`src/rtl/friet_c_stream_pkg.sv`:
```
// friet_c_stream_pkg: shared byte-width constants and queue entry packing {last, size, data}
package friet_c_stream_pkg;

    localparam int DIN_BYTES  = 16;
    localparam int DOUT_BYTES = 4;

    function automatic int entry_size_lsb(input int din_width);
        return din_width;
    endfunction

    function automatic int entry_last_bit(input int din_width, input int din_size_width);
        return din_width + din_size_width + 1;
    endfunction

    function automatic int entry_width(input int din_width, input int din_size_width);
        return entry_last_bit(din_width, din_size_width) + 1;
    endfunction

endpackage

```
`src/rtl/friet_c_stream_fifo_mem.sv`:
```
// friet_c_stream_fifo_mem: queue storage, one write port and one asynchronous read port
module friet_c_stream_fifo_mem
    import friet_c_stream_pkg::*;
#(
    parameter int WIDTH = 8,
    parameter int SLOTS = 3,
    parameter int AW    = 2
) (
    input  logic             clk,
    input  logic             we_i,
    input  logic [AW-1:0]    waddr_i,
    input  logic [WIDTH-1:0] wdata_i,
    input  logic [AW-1:0]    raddr_i,
    output logic [WIDTH-1:0] rdata_o
);

    logic [WIDTH-1:0] mem_q [SLOTS];

    // Storage holds no control state, so it needs no reset.
    always_ff @(posedge clk) begin
        if (we_i) mem_q[waddr_i] <= wdata_i;
    end

    assign rdata_o = mem_q[raddr_i];

endmodule

```
`src/rtl/friet_c_stream_buffer_out_fifo.sv`:
```
// friet_c_stream_buffer_out_fifo: wide-to-narrow output buffer; define FRIET_C_STREAM_BUFFER_OUT_KEEP_EN for dout_keep
module friet_c_stream_buffer_out_fifo
    import friet_c_stream_pkg::*;
#(
    parameter int DIN_WIDTH       = 8 * DIN_BYTES,
    parameter int DIN_SIZE_WIDTH  = 4,
    parameter int DOUT_WIDTH      = 8 * DOUT_BYTES,
    parameter int DOUT_SIZE_WIDTH = 2,
    parameter int DEPTH           = 4,
    parameter int DEPTH_WIDTH     = 2
) (
    input  logic                       clk,
    input  logic                       rst,
    input  logic [DIN_WIDTH-1:0]       din,
    input  logic [DIN_SIZE_WIDTH:0]    din_size,
    input  logic                       din_last,
    input  logic                       din_valid,
    output logic                       din_ready,
    output logic [DOUT_WIDTH-1:0]      dout,
`ifdef FRIET_C_STREAM_BUFFER_OUT_KEEP_EN
    output logic [DOUT_WIDTH/8-1:0]    dout_keep,
`endif
    output logic [DOUT_SIZE_WIDTH:0]   dout_size,
    output logic                       dout_last,
    output logic                       dout_valid,
    input  logic                       dout_ready,
    output logic [DIN_SIZE_WIDTH:0]    size,
    output logic [DEPTH_WIDTH:0]       count
);

    localparam int SW    = DIN_SIZE_WIDTH + 1;
    localparam int OB    = DOUT_WIDTH / 8;
    localparam int IB    = DIN_WIDTH / 8;
    localparam int SLOTS = DEPTH - 1;
    localparam int EW    = entry_width(DIN_WIDTH, DIN_SIZE_WIDTH);
    localparam int SLSB  = entry_size_lsb(DIN_WIDTH);
    localparam int LB    = entry_last_bit(DIN_WIDTH, DIN_SIZE_WIDTH);

    localparam logic [SW-1:0]              OB_S      = SW'(OB);
    localparam logic [SW-1:0]              IB_S      = SW'(IB);
    localparam logic [DOUT_SIZE_WIDTH:0]   DS_MAX    = (DOUT_SIZE_WIDTH+1)'(OB);
    localparam logic [DEPTH_WIDTH:0]       CNT_FULL  = (DEPTH_WIDTH+1)'(DEPTH);
    localparam logic [DEPTH_WIDTH-1:0]     LAST_SLOT = DEPTH_WIDTH'(SLOTS - 1);

    logic [DIN_WIDTH-1:0]   head_data_q, head_data_d;
    logic [SW-1:0]          rem_q, rem_d;
    logic                   head_last_q, head_last_d;
    logic                   head_vld_q, head_vld_d;
    logic [DEPTH_WIDTH-1:0] wr_ptr_q, wr_ptr_d, rd_ptr_q, rd_ptr_d;
    logic [DEPTH_WIDTH:0]   qcnt_q, qcnt_d;

    logic [SW-1:0] din_sz;
    logic [EW-1:0] wr_entry, rd_entry;
    logic          head_fire, head_retire, head_free;
    logic          push, q_empty, q_push, q_pop;

    friet_c_stream_fifo_mem #(
        .WIDTH (EW),
        .SLOTS (SLOTS),
        .AW    (DEPTH_WIDTH)
    ) u_mem (
        .clk     (clk),
        .we_i    (q_push),
        .waddr_i (wr_ptr_q),
        .wdata_i (wr_entry),
        .raddr_i (rd_ptr_q),
        .rdata_o (rd_entry)
    );

    // Handshakes: the head retires on its final accepted beat, which frees room for din even when full.
    always_comb begin
        din_sz      = din_size > IB_S ? IB_S : din_size;
        head_fire   = head_vld_q & dout_ready;
        head_retire = head_fire & (rem_q <= OB_S);
        head_free   = ~head_vld_q | head_retire;
        count       = (DEPTH_WIDTH+1)'(head_vld_q) + qcnt_q;
        din_ready   = ~rst & ((count < CNT_FULL) | head_retire);
        push        = din_valid & din_ready & ((din_size != '0) | din_last);
        q_empty     = qcnt_q == '0;
        q_pop       = head_free & ~q_empty;
        q_push      = push & ~(head_free & q_empty);
        wr_entry    = {din_last, din_sz, din};
        qcnt_d      = qcnt_q + (DEPTH_WIDTH+1)'(q_push) - (DEPTH_WIDTH+1)'(q_pop);
        wr_ptr_d    = q_push ? (wr_ptr_q == LAST_SLOT ? '0 : wr_ptr_q + 1'b1) : wr_ptr_q;
        rd_ptr_d    = q_pop ? (rd_ptr_q == LAST_SLOT ? '0 : rd_ptr_q + 1'b1) : rd_ptr_q;
    end

    // Head register: refill from queue front first, else bypass din; otherwise shift out one beat.
    always_comb begin
        head_data_d = head_data_q;
        rem_d       = rem_q;
        head_last_d = head_last_q;
        head_vld_d  = head_vld_q;
        if (q_pop) begin
            head_data_d = rd_entry[DIN_WIDTH-1:0];
            rem_d       = rd_entry[SLSB +: SW];
            head_last_d = rd_entry[LB];
            head_vld_d  = 1'b1;
        end else if (head_free) begin
            head_data_d = push ? din : '0;
            rem_d       = push ? din_sz : '0;
            head_last_d = push & din_last;
            head_vld_d  = push;
        end else if (head_fire) begin
            head_data_d = head_data_q >> DOUT_WIDTH;
            rem_d       = rem_q - OB_S;
        end
    end

    // State registers, cleared asynchronously so a reset drops every stored word.
    always_ff @(posedge clk or posedge rst) begin
        if (rst) begin
            head_data_q <= '0;
            rem_q       <= '0;
            head_last_q <= 1'b0;
            head_vld_q  <= 1'b0;
            wr_ptr_q    <= '0;
            rd_ptr_q    <= '0;
            qcnt_q      <= '0;
        end else begin
            head_data_q <= head_data_d;
            rem_q       <= rem_d;
            head_last_q <= head_last_d;
            head_vld_q  <= head_vld_d;
            wr_ptr_q    <= wr_ptr_d;
            rd_ptr_q    <= rd_ptr_d;
            qcnt_q      <= qcnt_d;
        end
    end

    // Current beat view of the head word.
    always_comb begin
        dout_valid = head_vld_q;
        dout_size  = rem_q > OB_S ? DS_MAX : rem_q[DOUT_SIZE_WIDTH:0];
        dout_last  = head_last_q & (rem_q <= OB_S);
        size       = rem_q;
    end

`ifdef FRIET_C_STREAM_BUFFER_OUT_KEEP_EN
    // Byte-lane mask; lanes beyond dout_size are driven as zero.
    always_comb begin
        dout_keep = '0;
        dout      = '0;
        for (int i = 0; i < OB; i++) begin
            dout_keep[i]  = i < int'(dout_size);
            dout[8*i +: 8] = dout_keep[i] ? head_data_q[8*i +: 8] : 8'h00;
        end
    end
`else
    // Bytes beyond dout_size are passed through unmasked.
    always_comb begin
        dout = head_data_q[DOUT_WIDTH-1:0];
    end
`endif

endmodule

```
`config.mk`:
```
export PLATFORM = sky130hd
export DESIGN_NAME = friet_c_stream_buffer_out_fifo
export DESIGN_NICKNAME = d
export VERILOG_FILES = /design/src/rtl/friet_c_stream_pkg.sv /design/src/rtl/friet_c_stream_fifo_mem.sv /design/src/rtl/friet_c_stream_buffer_out_fifo.sv
export SDC_FILE = /design/constraint.sdc
export NUM_CORES = 1
export LEC_CHECK = 0
export ABC_AREA = 1
export CAP_MARGIN = 30
export CORE_MARGIN = 10
export CORE_UTILIZATION = 40
export CTS_CLUSTER_SIZE = 24
export DETAILED_ROUTE_END_ITERATION = 12
export MAX_ROUTING_LAYER = met4
export SYNTH_ARGS = -nofsm -noshare
export SYNTH_HDL_FRONTEND = slang
export SYNTH_SLANG_ARGS = --single-unit
```
`constraint.sdc`:
```
create_clock -name clk -period 12.1 [get_ports clk]
set_clock_uncertainty 0.05 [all_clocks]
set_input_delay 3.63 -clock clk [delete_from_list [all_inputs] [get_ports clk]]
set_output_delay 3.63 -clock clk [all_outputs]
set_load 0.005 [all_outputs]
```
# --- After elaboration in Yosys (flattened, before gate mapping) ---
# Memory sizes are Yosys's and may differ from the RTL's.
# Index checks and enable logic that the tools add are counted.
classes:
  addsub: 6
  n_lt_le_gt_ge: 4
  n_eq_ne: 2
  n_reduce_logical: 4
  bitwise_logic: 17
  muxes: 18
op_table:
  columns: ["operator", "n"]
  rows:
  - ["128-bit two-way mux", 4]
  - ["5-bit two-way mux", 5]
  - ["1-bit AND", 10]
  - ["1-bit two-way mux", 6]
  - ["5-bit by 3-bit > comparator with 1-bit output, second input constant", 1]
  - ["5-bit > comparator, second input constant", 1]
  - ["5-bit by 3-bit less-or-equal comparator with 1-bit output, second input constant", 1]
  - ["5-bit nonzero test", 1]
  - ["5-bit by 3-bit subtractor with 5-bit output, second input constant", 1]
  - ["2-bit by 1-bit adder with 2-bit output, second input constant", 2]
  - ["2-bit == test, second input constant", 2]
  - ["2-bit two-way mux", 2]
  - ["1-bit inverter", 4]
  - ["1-bit by 3-bit adder with 3-bit output", 1]
  - ["3-bit by 1-bit adder with 3-bit output", 1]
  - ["3-bit logical NOT", 1]
  - ["3-bit less-than comparator, second input constant", 1]
  - ["3-bit two-way mux", 1]
  - ["1-bit bitwise OR", 3]
  - ["3-bit nonzero test", 1]
  - ["3-bit by 1-bit subtractor with 3-bit output", 1]
  - ["2-bit nonzero test", 1]
totals:
  out_inout_bits: 46
  ff_bits: 142
  memories: 1
  ram_bits: 402
  elab_cells: 59
  input_bits: 138
mem_list:
  columns: ["name", "depth", "word_bits", "rd", "rd_ports_with_merged_regs", "wr", "line_no", "source"]
  rows:
  - ["u_mem.mem_q", 3, 134, 1, 0, 1, "friet_c_stream_fifo_mem.sv:17", "logic [WIDTH-1:0] mem_q [SLOTS];"]

# --- Depth between registers and ports, before layout ---
depth:
  ltp_word: 9
  mapped_depth: 16
  mapped_depth_nobuf: 16

# --- Cells and area by module ---
# Synthesis repeated with hierarchy kept, for this count alone.
hier_totals:
  cells_unflattened: 2692
  hier_area_um2: 24681.2
modules_own_cells:
  columns: ["module", "seq_area_each_um2", "instances", "area_per_inst_um2", "cells_per_inst"]
  rows:
  - ["friet_c_stream_fifo_mem", 12071.6, 1, 16140.5, 1405]
  - ["friet_c_stream_buffer_out_fifo", 3553.4, 1, 8540.7, 1287]

# --- Worst setup path after synthesis ---
# OpenSTA, ideal clock, no wires.
synth_path:
  path_type: "in2reg"
  from: "input port rst"
  to: "memory u_mem.mem_q[2][0] (netlist bit) (enable)"
  cell_stages: 5
  t_arrival_ps: 16770
  n_path_buf: 0
  path_slack_ps: -5512
  required_ps: 11258
  setup_ps: 792
  path_cell_list: "inv_1 -> nand4_2 -> nor2_1 -> inv_1 -> nor3_1"
synth_via:
  elab_chain_cells: 7
synth_lines:
  columns: ["element", "line_no", "source"]
  rows:
  - ["from (decl)", "friet_c_stream_buffer_out_fifo.sv:13", "input logic rst,"]
  - ["1-bit inverter", "friet_c_stream_buffer_out_fifo.sv:77", "din_ready = ~rst & ((count < CNT_FULL) | head_retire);"]
  - ["1-bit AND", "friet_c_stream_buffer_out_fifo.sv:77", null]
  - ["1-bit AND (2 in series)", "friet_c_stream_buffer_out_fifo.sv:78", "push = din_valid & din_ready & ((din_size != '0) | din_last);"]
  - ["1-bit AND", "friet_c_stream_buffer_out_fifo.sv:81", "q_push = push & ~(head_free & q_empty);"]
  - ["1-bit two-way mux", "friet_c_stream_fifo_mem.sv:21", "if (we_i) mem_q[waddr_i] <= wdata_i;"]
  - ["1-bit two-way mux (not written as such)", "friet_c_stream_fifo_mem.sv:21", null]
  - ["to (decl)", "friet_c_stream_fifo_mem.sv:17", null]
# Every way passes these cells.

# --- Final worst setup path ---
layout_path:
  from: "input port dout_ready"
  to: "output port din_ready"
layout_via:
  elab_chain_cells: 4
layout_lines:
  columns: ["element", "line_no", "source"]
  rows:
  - ["from (decl)", "friet_c_stream_buffer_out_fifo.sv:26", "input logic dout_ready,"]
  - ["1-bit AND", "friet_c_stream_buffer_out_fifo.sv:73", "head_fire = head_vld_q & dout_ready;"]
  - ["1-bit AND", "friet_c_stream_buffer_out_fifo.sv:74", "head_retire = head_fire & (rem_q <= OB_S);"]
  - ["1-bit bitwise OR", "friet_c_stream_buffer_out_fifo.sv:77", null]
  - ["1-bit AND", "friet_c_stream_buffer_out_fifo.sv:77", null]
  - ["to (decl)", "friet_c_stream_buffer_out_fifo.sv:18", "output logic din_ready,"]
# Every way passes these cells.

==> flow_metrics.py <==
metrics = {
    "timing": {
        "post-route-min-period_ns": 8.70,
        "rsz0062_at_grt": "false",
        "finalWorstSetupSlack_ns": 3.40,
        "whs_ns": 0.449,
        "setup_violations": 0,
        "relSlewSlack": 0.332,
        "finalMaxSlewViolations": 0,
        "fin_crit_sh": 0.719,
        "tns_ns": 0,
        "hold_viol_final": 0,
        "fmax_mhz": 115,
        "tightest_slew_ns": 1.00,
    },
    "grt": {
        "antenna_found_initial": 11,
        "grt_max_degree": 117,
        "grt_pass1_wl_um": 98500,
        "grt_remaining_overflow": 0,
        "grtUsageTotal": 0.199,
        "first_global_vias": 15573,
    },
    "critical_path": {
        "critPathKind": "in2out",
        "critPathMaxFanout": 2,
        "critPathSlowestCell": "clkdlybuf4s50_1",
        "cp_common_cell": "clkdlybuf4s50_1",
        "rr_worst_depth": 16,
        "cp_data_arrival_time_ns": 5.02,
        "worstPathCellList": "clkdlybuf4s50_1, nand2_1, inv_1, nand2_2, a21oi_1, clkdlybuf4s50_1",
        "critPathCaptureType": "output pin",
        "critPathLaunchType": "input pin",
        "cp_slowest_stage_delay_ns": 0.53,
        "cp.required_ns": 8.42,
    },
    "logic_synthesis": {
        "synth_edf_count": 402,
        "syn_nets": 2209,
        "seq_area_frac_synth": 0.696,
        "synthDistinctLibCells": 32,
        "syn-cell-area_mm2": 0.0225,
        "ys_ff_latch": 544,
        "synthCells": 2064,
        "async_reset_ff_frac": 0.261,
        "yosysWarnings": 0,
        "yosys_most_used_dff": "edfxtp_1",
        "syn_avg_cell_area_um2": 10.9,
    },
    "drt": {
        "vias_per_cell": 5.19,
        "drc": 0,
        "vias": 15543,
        "drt_wl_total_um": 65300,
        "dr.pass1.iters": 5,
        "routedWlPerCell_um": 21.8,
        "drt_iter0_markers": 1409,
        "ant_nets": 0,
    },
    "floorplan": {
        "ioPinCount": 184,
        "start_util": 0.406,
        "dieArea_mm2": 0.0660,
        "fp-row-count": 86,
        "die_w_um": 257,
        "die_y_um": 257,
        "placeableCoreArea_mm2": 0.0553,
    },
    "placement": {
        "dp.cells": 2872,
        "port-buffer-count": 183,
        "pre_cts_slack_ns": 3.40,
        "gp_congestion": 0.782,
        "hpwl_um": 38100,
        "dpl_cell_area_mm2": 0.0248,
    },
    "cells_and_area": {
        "fin_area_mm2": 0.0267,
        "finalCoreUtilization": 0.482,
        "fin_cells": 2993,
        "final_nets": 2330,
        "final_common_cell": "nand2_1",
        "final_cell_mix": "nand2_1 (608), edfxtp_1 (402), nor2_1 (238)",
        "layout-drive-gt1-share": 0.0568,
        "areaGrowthSynthToFinish_pct": 18.7,
    },
    "power": {
        "ir_worst_vdd_mv": 0.150,
        "pwr_density_cell_mw_per_mm2": 224,
        "switchingPower_mw": 2.01,
        "power.total_mw": 5.98,
        "power.leakage_nw": 10.2,
        "pwr-share-seq": 0.434,
        "p_int_mw": 3.97,
        "pwr-share-clk": 0.289,
        "combPwrFrac": 0.277,
        "switching_share": 0.336,
    },
    "clock_network": {
        "cts-buffers-inserted": 57,
        "post_cts_buffers": 0,
        "clk_pin_slew_ns": 0.06,
        "cts_hold_buf": 0,
        "cts_resized": 0,
        "clock_sinks": 544,
        "clock_insertion_delay_worst_skew_ns": 0.62,
        "clockBufferDepth": 3,
        "cts_tree": "built",
        "root_buffer": "clkbuf_16",
        "cts_max_level": 2,
    },
    "worst_hold_path": {
        "worstHoldPathType": "reg2reg",
        "holdPathStages": 2,
    },
    "outcome": {
        "status": "finished clean",
    },
    "flow_run": {
        "max-cap-violations": 0,
    },
}
[worst max-delay path, delay by kind of cell]
kind,cells,cell delay (ns)
buf+inv,3,1.13
compound gates,1,0.14
simple gates,2,0.11
[worst paths after layout]
kind                                              start                      endpoint  slack [ns]
min in group asynchronous                           rst  head_data_q[107]$_DFFE_PP0P_        3.54
setup / recovery                             dout_ready                     din_ready        3.40
max in group asynchronous                           rst   head_data_q[17]$_DFFE_PP0P_        7.33
hold reg to reg            head_data_q[119]$_DFFE_PP0P_  head_data_q[119]$_DFFE_PP0P_        0.45
setup reg to reg                 dout_valid$_DFFE_PP0N_           qcnt_q[2]$_DFF_PP0_        7.24
hold / removal             head_data_q[119]$_DFFE_PP0P_  head_data_q[119]$_DFFE_PP0P_        0.45
[cells by family after synthesis]
logic type	count (synthesis)	synth area share
buf+inv	241	0.0508
fa+ha+maj	7	0.00423
xor+xnor	4	0.00156
simple gates	1006	0.178
flops	544	0.696
compound gates	262	0.0700
[final cells by class]
type                       count  area, um2
inverter                      95        378
antenna                       11       27.5
sequential                   544      15600
tap                          748        936
multi-input combinational   1279       5740
clock inverter                28        241
timing repair buffer         208       2120
fill                        5070      28600
clock buffer                  80       1600
[synth_stat cells, drive strengths merged (2+ instances only)]
cell,count,share of area
ha,6,0.0033
buf,98,0.027
a21oi,160,0.036
o21ai,12,0.0027
dfrtp,142,0.16
nor2,242,0.041
clkbuf,48,0.0080
edfxtp,402,0.54
nand2,612,0.10
nand3,148,0.033
inv,91,0.015
nor3,2,0.00045
xor2,2,0.00078
a22o,29,0.011
a22oi,58,0.019
clkinv,4,0.00072
xnor2,2,0.00078
nand4,2,0.00084
[power by group through the flow]
stage	logic, mW	clock network, mW	registers [mW]
6_report	1.65	1.73	2.60
4_1_cts	1.67	1.75	2.60
3_5_place_dp	1.66	0	2.64
5_1_grt	1.83	1.83	2.63
2_1_floorplan	1.07	0	2.54
3_3_place_gp	1.63	0	2.63
[sequential cells by signal, summed over array words and instances, names as in the netlist]
signal	cells
head_last_q	1
size	5
qcnt_q	3
rd_ptr_q	2
wr_ptr_q	2
u_mem.mem_q	402
dout_valid	1
head_data_q	128
[per-layer routing]
| metal | routed length (um) | global-route usage |
|---|---|---|
| met1 | 28300 | 0.261 |
| met2 | 31200 | 0.311 |
| met3 | 4540 | 0.0425 |
| met4 | 1250 | 0.0493 |
| met5 | 0 | - |
No activity file was read; power rests on OpenSTA's default activity.
